==> src/rtl/clock_display_pkg.sv <==
// Shared constants for the time-of-day display path: 7-segment encodings,
// digit positions, legal time limits and the converter state type.
package clock_display_pkg;

    localparam logic [6:0] SEG_0     = 7'h3F;
    localparam logic [6:0] SEG_1     = 7'h06;
    localparam logic [6:0] SEG_2     = 7'h5B;
    localparam logic [6:0] SEG_3     = 7'h4F;
    localparam logic [6:0] SEG_4     = 7'h66;
    localparam logic [6:0] SEG_5     = 7'h6D;
    localparam logic [6:0] SEG_6     = 7'h7D;
    localparam logic [6:0] SEG_7     = 7'h07;
    localparam logic [6:0] SEG_8     = 7'h7F;
    localparam logic [6:0] SEG_9     = 7'h6F;
    localparam logic [6:0] SEG_BLANK = 7'h00;

    localparam logic [1:0] DIG_HT = 2'd3;
    localparam logic [1:0] DIG_HO = 2'd2;
    localparam logic [1:0] DIG_MT = 2'd1;
    localparam logic [1:0] DIG_MO = 2'd0;

    localparam logic [4:0] HOUR_MAX   = 5'd23;
    localparam logic [5:0] MINUTE_MAX = 6'd59;

    typedef enum logic {
        CONV_IDLE = 1'b0,
        CONV_RUN  = 1'b1
    } conv_state_t;

    function automatic logic [6:0] seg_encode(input logic [3:0] digit);
        case (digit)
            4'd0:    return SEG_0;
            4'd1:    return SEG_1;
            4'd2:    return SEG_2;
            4'd3:    return SEG_3;
            4'd4:    return SEG_4;
            4'd5:    return SEG_5;
            4'd6:    return SEG_6;
            4'd7:    return SEG_7;
            4'd8:    return SEG_8;
            4'd9:    return SEG_9;
            default: return SEG_BLANK;
        endcase
    endfunction

endpackage

==> src/rtl/bcd_splitter.sv <==
// Sequential two-operand binary-to-BCD splitter: repeated parallel subtract-10.
//   state     | meaning
//   CONV_IDLE | waiting for start, ready=1
//   CONV_RUN  | subtracting 10 from each remainder still >= 10
module bcd_splitter
    import clock_display_pkg::*;
#(
    parameter int W = 6
) (
    input  logic         clock,
    input  logic         reset,
    input  logic         start,
    input  logic [W-1:0] a_in,
    input  logic [W-1:0] b_in,
    output logic         ready,
    output logic         done,
    output logic [3:0]   a_tens,
    output logic [3:0]   a_ones,
    output logic [3:0]   b_tens,
    output logic [3:0]   b_ones
);

    localparam logic [W-1:0] TEN = W'(10);

    conv_state_t  state;
    logic [W-1:0] a_rem;
    logic [W-1:0] b_rem;
    logic         a_big;
    logic         b_big;

    assign a_big  = (a_rem >= TEN);
    assign b_big  = (b_rem >= TEN);
    assign ready  = (state == CONV_IDLE);
    // done is combinational so the caller captures digits on the edge that ends the run
    assign done   = (state == CONV_RUN) && !a_big && !b_big;
    assign a_ones = a_rem[3:0];
    assign b_ones = b_rem[3:0];

    always_ff @(posedge clock) begin
        if (reset) begin
            state  <= CONV_IDLE;
            a_rem  <= '0;
            b_rem  <= '0;
            a_tens <= 4'd0;
            b_tens <= 4'd0;
        end else begin
            case (state)
                CONV_IDLE: begin
                    if (start) begin
                        a_rem  <= a_in;
                        b_rem  <= b_in;
                        a_tens <= 4'd0;
                        b_tens <= 4'd0;
                        state  <= CONV_RUN;
                    end
                end
                CONV_RUN: begin
                    if (a_big) begin
                        a_rem  <= a_rem - TEN;
                        a_tens <= a_tens + 4'd1;
                    end
                    if (b_big) begin
                        b_rem  <= b_rem - TEN;
                        b_tens <= b_tens + 4'd1;
                    end
                    if (!a_big && !b_big) state <= CONV_IDLE;
                end
                default: state <= CONV_IDLE;
            endcase
        end
    end

endmodule

==> src/rtl/time_display_scan.sv <==
// HH:MM multiplexed 7-segment driver: load/range check, BCD conversion,
// digit scan, leading-zero blanking and a second-rate colon.
module time_display_scan
    import clock_display_pkg::*;
#(
    parameter int SCAN_DIV_W    = 10,
    parameter bit BLANK_LEADING = 1'b1
) (
    input  logic       clock,
    input  logic       reset,
    input  logic [4:0] hour,
    input  logic [5:0] minute,
    input  logic       load,
    input  logic       second_tick,
    input  logic       blank,
    output logic       ready,
    output logic       range_err,
    output logic [6:0] segment,
    output logic       dp,
    output logic [3:0] digit_en
);

    logic                  conv_done;
    logic [3:0]            h_tens, h_ones, m_tens, m_ones;
    logic                  in_range;
    logic                  load_ok;
    logic [SCAN_DIV_W-1:0] prescale;
    logic [1:0]            dig_idx;
    logic                  colon;
    logic [3:0][3:0]       disp_buf;
    logic [1:0]            idx_next;
    logic [3:0][3:0]       buf_next;
    logic                  colon_next;
    logic [3:0]            digit_val;
    logic [6:0]            seg_next;
    logic                  dp_next;

    assign in_range = (hour <= HOUR_MAX) && (minute <= MINUTE_MAX);
    assign load_ok  = load && ready && in_range;

    bcd_splitter #(.W(6)) u_bcd (
        .clock  (clock),
        .reset  (reset),
        .start  (load_ok),
        .a_in   ({1'b0, hour}),
        .b_in   (minute),
        .ready  (ready),
        .done   (conv_done),
        .a_tens (h_tens),
        .a_ones (h_ones),
        .b_tens (m_tens),
        .b_ones (m_ones)
    );

    // Outputs are built from next-state values so all three registers move together
    always_comb begin
        idx_next = dig_idx;
        if (&prescale) idx_next = dig_idx - 2'd1;
        buf_next = disp_buf;
        if (conv_done) buf_next = {h_tens, h_ones, m_tens, m_ones};
        colon_next = colon ^ second_tick;
        digit_val  = buf_next[idx_next];
        seg_next   = seg_encode(digit_val);
        if (BLANK_LEADING && (idx_next == DIG_HT) && (digit_val == 4'd0)) seg_next = SEG_BLANK;
        if (blank) seg_next = SEG_BLANK;
        dp_next = !blank && colon_next && (idx_next == DIG_HO);
    end

    always_ff @(posedge clock) begin
        if (reset) begin
            prescale  <= '0;
            dig_idx   <= DIG_HT;
            colon     <= 1'b0;
            disp_buf  <= '0;
            segment   <= SEG_BLANK;
            dp        <= 1'b0;
            digit_en  <= 4'b1000;
            range_err <= 1'b0;
        end else begin
            prescale  <= prescale + SCAN_DIV_W'(1);
            dig_idx   <= idx_next;
            colon     <= colon_next;
            disp_buf  <= buf_next;
            segment   <= seg_next;
            dp        <= dp_next;
            digit_en  <= 4'b0001 << idx_next;
            range_err <= load && ready && !in_range;
        end
    end

endmodule

==> config.mk <==
export PLATFORM = sky130hd
export DESIGN_NAME = time_display_scan
export DESIGN_NICKNAME = d
export VERILOG_FILES = /design/src/rtl/clock_display_pkg.sv /design/src/rtl/bcd_splitter.sv /design/src/rtl/time_display_scan.sv
export SDC_FILE = /design/constraint.sdc
export NUM_CORES = 1
export LEC_CHECK = 0
export ABC_CLOCK_PERIOD_IN_PS = 3830
export BUFFER_PORTS_ARGS = -buffer_cell sky130_fd_sc_hd__buf_2
export CORE_MARGIN = 2
export CORE_UTILIZATION = 54
export DETAILED_ROUTE_END_ITERATION = 10
export PLACE_DENSITY = 0.86
export SLEW_MARGIN = 10
export SYNTH_ARGS = -nofsm -noshare
export SYNTH_HDL_FRONTEND = slang
export SYNTH_HIERARCHICAL = 1
export SYNTH_SLANG_ARGS = --single-unit
export TNS_END_PERCENT = 1
==> constraint.sdc <==
create_clock -name clock -period 3.83 [get_ports clock]
set_input_delay 0.383 -clock clock [delete_from_list [all_inputs] [get_ports clock]]
set_output_delay 0.383 -clock clock [all_outputs]
set_load 0.05 [all_outputs]
==> reports/metrics.cfg, run 1 <==
[logic_synthesis]
number_of_enable_flip_flop_cells_after_synthesis=0
synthesis.nets=402
count_of_state_elements_after_synthesis=63
synth_top_area_share_pct=36.7
postSynthAreaPerCell_um2=9.17
netlist-cell-type-count=66
syn-cell-area_um2=3440
synth_area_leader_cell=sky130_fd_sc_hd__dfxtp_1
synth.most_common_cell=sky130_fd_sc_hd__dfxtp_1
ffs_w_async_s_r_synth_pct=0
yosys_most_used_dff=sky130_fd_sc_hd__dfxtp_1
seq_area_frac_synth_pct=36.7
synthesis.instances=375
ys_top_cells_by_area=sky130_fd_sc_hd__dfxtp_1, sky130_fd_sc_hd__mux2i_1, sky130_fd_sc_hd__mux4_2
yosys_warnings=6
netlist_top_cells_count=sky130_fd_sc_hd__dfxtp_1, sky130_fd_sc_hd__nor2_1, sky130_fd_sc_hd__a21oi_1

[placement]
port-buffer-count=29
post_dp_cell_area_um2=3560
dp.final_hpwl_mm=5.20
place_congestion=0.867
setup_slack_placement_ns=0.466

[clock_network]
tritoncts=yes
cts_buffer_depth=2
cts_made_buffers=9
post_cts_hold_buffer_count=0
cts_setup_buffers=0
cts.htree.levels=3
worst_skew_pair.late_latency_ns=0.35
cts.sinks=63
clk_pin_slew_worst_paths_ns=0.07
post_cts_resized=0
clk_root_buf=sky130_fd_sc_hd__clkbuf_8

[global_route]
grt_overflow_total=0
global_route_wire_length_before_repair_mm=12.5
global_route.usage.met3_pct=5.14
grtUsageMet1_pct=26.0
grt_util_met2_pct=36.9
grt_most_used_layer=met2
grt_use_total_pct=21.9
grt_antenna_before_repair=0
grt_start_max_net_pins=54
grt_pass1_vias=2762

[finish]
diodes=0
stdcell_area_um2=3740
layout.filler_cells=534
post_route_cells_drive_above_1_share_pct=22.3
seq_area_um2=1260
multi_input_comb_area_um2=1950
finalNetCount=422
area_delta_synth_final_pct=8.77

[timing]
setup_slack_ns=0.400
setup_skew_ns=0.00797
tightest_slew_ns=0.955
setup_viol=0
timing.final.crit_share_pct=89.5
fin_tns_setup_ns=0
finalMaxSlewViolations=0
rsz_0062_raised_after_global_routing=no
hold_ws_ns=0.210
maxClockFrequency_mhz=292
timing.final.hold_violations=0
post-route-min-period_ns=3.43
timing.max_slew.rel_slack_pct=36.3

[power_and_ir_drop]
power.density_nw_per_um2=386
vdd_drop_max_v=0.000294
total_leakage_power_nw=1.49

[die]
boundaryPins=30
die-area_um2=7020
dieWidth_um=83.8
initial_utilization_pct=55.1
core_area_um2=6240
std_cell_rows=29
die_extent_in_y_um=83.8

[worst_setup_path]
worst-endpoint-arrival_ns=3.66
setup.worst_path.class=reg2reg
critical_path_required_ns=4.06
worstPathMaxFanout=24
critPathCaptureType=register
timing.critical_path.from_type=register

[outcome]
outcome=finished clean

[route]
num_vias=2809
antenna_left=0
initialDrtViolationCount=175
dr.pass1.iters=4
totalWireLength_mm=7.31
wire_per_inst_um=15.3
detail_route.vias_per_cell=5.89
route.detailed.drc=0

[run]
timing.max_cap.violations=0

[hold_path]
min_path_type=in2reg

final cells by class:
class / instances / area share [%]
inverters: 14 / 1.47
well taps: 77 / 2.58
multi-input cells: 271 / 52.2
flip-flops and latches: 63 / 33.7
clock buffers: 13 / 4.25
repair buffers: 36 / 5.28
clock inverters: 3 / 0.468
final timing paths:
| path | from | end | slack, ns | cells after the start |
|---|---|---|---|---|
| worst min register to register | prescale[0] | prescale[0] | 0.46 | 1 |
| worst max-delay path | u_bcd/a_rem[1] | segment[3] | 0.40 | 15 |
| worst min-delay path | blank | dp | 0.21 | 2 |
| worst max register to register | u_bcd/a_rem[1] | segment[3] | 0.40 | 15 |
power breakdown:
| part | total (mW) | switching (mW) | leakage, nW | internal (mW) |
|---|---|---|---|---|
| clock network | 0.527 | 0.258 | 0.0894 | 0.269 |
| logic | 0.208 | 0.122 | 0.886 | 0.0855 |
| registers | 0.710 | 0.0301 | 0.511 | 0.679 |
| total | 1.44 | 0.411 | 1.49 | 1.03 |
placed cells by master (no fill, tap or decap), drive strengths merged, types with 5 or more instances in the layout:
cell    instances
nor2           45
a31oi           5
a21oi          25
o21ai          10
or3             7
nor3           11
clkbuf         13
nand3          15
mux2i          22
and4            5
o211ai          8
nor2b           8
ha             11
dfxtp          63
nand4           6
inv            14
nand2          23
buf            36
nand2b          6
mux4            7
xor2            5
through the flow:
step                power (mW)  cells  utilization [%]
floorplan                0.893    375                -
global placement         0.923    461             57.1
detailed placement       0.930    461             57.1
CTS                       1.45    477             59.9
global route              1.51    477             59.9
finish                    1.44    477             59.9
cells by family (layout without fill, tap and decap cells):
kind of cell	after synthesis	in the layout	synth area share, %
buf+inv	41	66	6.69
fa+ha+maj	11	11	4.00
other cells	1	1	0.109
flops	63	63	36.7
xor+xnor	9	9	2.29
compound gates	81	81	17.6
mux	33	33	12.3
simple gates	136	136	20.3
metal layers:
layer	share of wire [%]	up-vias
li1	-	1387
met1	42	1333
met2	50	70
met3	5.1	19
met4	3.1	0
met5	0	-
registers in the layout, summed over array words and instances (netlist names):
name / count
u_bcd/b_tens: 4
dig_idx: 2
u_bcd/b_rem: 6
colon: 1
prescale: 10
u_bcd/a_rem: 6
digit_en: 4
dp: 1
segment: 7
u_bcd/state: 1
range_err: 1
u_bcd/a_tens: 4
disp_buf: 16
critical path, stage by stage (launching register included):
cell,delay (ns)
sky130_fd_sc_hd__dfxtp_1,0.38
sky130_fd_sc_hd__o21ai_2,0.29
sky130_fd_sc_hd__nand3_1,0.19
sky130_fd_sc_hd__nor4_2,0.26
sky130_fd_sc_hd__buf_4,0.42
sky130_fd_sc_hd__mux2_2,0.41
sky130_fd_sc_hd__nand3_1,0.09
sky130_fd_sc_hd__mux2i_1,0.07
sky130_fd_sc_hd__nor3_1,0.19
sky130_fd_sc_hd__buf_4,0.17
sky130_fd_sc_hd__ha_1,0.20
sky130_fd_sc_hd__inv_1,0.06
sky130_fd_sc_hd__a21oi_1,0.22
sky130_fd_sc_hd__nor2_1,0.09
sky130_fd_sc_hd__a21boi_0,0.18
sky130_fd_sc_hd__o22ai_1,0.10
(Power assumes the default switching activity.)
==> run 2: changes to the inputs <==
Settings changed: CORE_ASPECT_RATIO set to 0.8.
==> reports/metrics.cfg, run 2 (same netlist as run 1, synthesis figures left out) <==
[die]
core_area_um2=6040
dieWidth_um=93.2
boundaryPins=30
die-area_um2=7030
std_cell_rows=25
die_extent_in_y_um=75.4
initial_utilization_pct=57.0

[worst_setup_path]
critPathBufInv=2
timing.critical_path.from_type=register
setup.worst_path.class=reg2reg
worst_path_max_delay_cell=sky130_fd_sc_hd__mux2_2
r2r_slack_ns=0.39
critical_path_required_ns=4.06
timing.critical_path.cells=o21ai_2 > nand3_1 > nor4_2 > buf_6 > mux2_2 > nand3_1 > mux2i_1 > nor3_1 > ha_1 > inv_1 > a21oi_1 > nor2_1 > o21ai_0 > a21oi_1
critical_path.max_stage_delay_ns=0.40
critPathCaptureType=register
worst-endpoint-arrival_ns=3.67
cell_family_contributing_the_most_delay_on_the_critical_path=simple AND/OR/NAND/NOR gates
worstPathMaxFanout=24

[finish]
diodes=0
largest_register=disp_buf
layout.filler_cells=480
post_route_cells_drive_above_1_share_pct=22.1
fin_cells=479
area_delta_synth_final_pct=9.93
largest_register_ff_count=16
mostFrequentLayoutCells=sky130_fd_sc_hd__dfxtp_1, sky130_fd_sc_hd__nor2_1, sky130_fd_sc_hd__buf_2
layout_commonest_cell=sky130_fd_sc_hd__dfxtp_1
biggestRegsByFlops=disp_buf x16, prescale x10, segment x7
finalNetCount=420

[outcome]
outcome=finished clean

[route]
route.detailed.drc=0
initialDrtViolationCount=205
antenna_left=0
dr.pass1.iters=4
totalWireLength_mm=7.56
num_vias=2908
wire_per_inst_um=15.8
detail_route.vias_per_cell=6.07

[clock_network]
cts_buffer_depth=2
cts.htree.levels=3
worst_skew_pair.late_latency_ns=0.36
cts_made_buffers=9
tritoncts=yes
cts.sinks=63
clk_pin_slew_worst_paths_ns=0.07
clk_root_buf=sky130_fd_sc_hd__clkbuf_8
cts_setup_buffers=0

[placement]
dp.final_hpwl_mm=5.21
port-buffer-count=29
place_congestion=0.889
placedCellCount=463
setup_slack_placement_ns=0.427

[timing]
tightest_slew_ns=0.962
maxClockFrequency_mhz=291
timing.final.hold_violations=0
rsz_0062_raised_after_global_routing=no
timing.final.crit_share_pct=89.8
setup_viol=0
setup_slack_ns=0.390
hold_ws_ns=0.192
setup_skew_ns=0.00689
finalMaxSlewViolations=0
post-route-min-period_ns=3.44
timing.max_slew.rel_slack_pct=35.8
fin_tns_setup_ns=0

[power_and_ir_drop]
power.density_nw_per_um2=415
total_leakage_power_nw=1.50
vdd_drop_max_v=0.000326
report.power.total_mw=1.57

[global_route]
grt_start_max_net_pins=54
grt_pass1_vias=2712
grt_use_total_pct=23.5
grt_antenna_before_repair=0
global_route_wire_length_before_repair_mm=12.7
grt_overflow_total=0

[hold_path]
min_path_type=in2reg

[run]
timing.max_cap.violations=0

-- run 2: metrics by stage --
step / area (um2) / util, %
after floorplan: 3440 / -
after global placement: 3550 / 58.9
after detailed placement: 3550 / 58.9
after CTS: 3780 / 62.6
after global routing: 3780 / 62.6
final: 3780 / 62.6
-- run 2: metal layers --
layer,global-route usage (%),vias to the layer above,part of all wire [%]
met5,0,-,0
met4,8.66,0,2.5
met3,7.32,22,6.5
met2,37.7,100,46
met1,30.3,1394,45
li1,-,1392,-
-- run 2: power breakdown --
part / total, mW / leakage, nW / switching (mW) / internal, mW
sequential: 0.714 / 0.511 / 0.0344 / 0.679
clock: 0.646 / 0.110 / 0.262 / 0.384
combinational: 0.207 / 0.876 / 0.123 / 0.0838
-- run 2: area by class of cell --
class | count | area [um2] | area share [%]
multi-input cells | 271 | 1950 | 51.7
inverters | 14 | 55.1 | 1.46
flip-flops and latches | 63 | 1260 | 33.4
clock buffers | 11 | 141 | 3.74
repair buffers | 34 | 186 | 4.93
clock inverters | 5 | 81.3 | 2.15
well taps | 81 | 101 | 2.68
-- run 2: worst paths after layout --
path,from,to,depth (start not counted)
worst max-delay path,u_bcd/a_rem[1],segment[2],14
worst min-delay path,blank,dp,2
worst max register to register,u_bcd/a_rem[1],segment[2],14
worst min register to register,prescale[0],prescale[0],1
-- run 2: timing repair --
action / in CTS / in global routing
hold buffers: 0 / 0
setup endpoints to repair: 0 / 1
gates resized for setup: 0 / 1
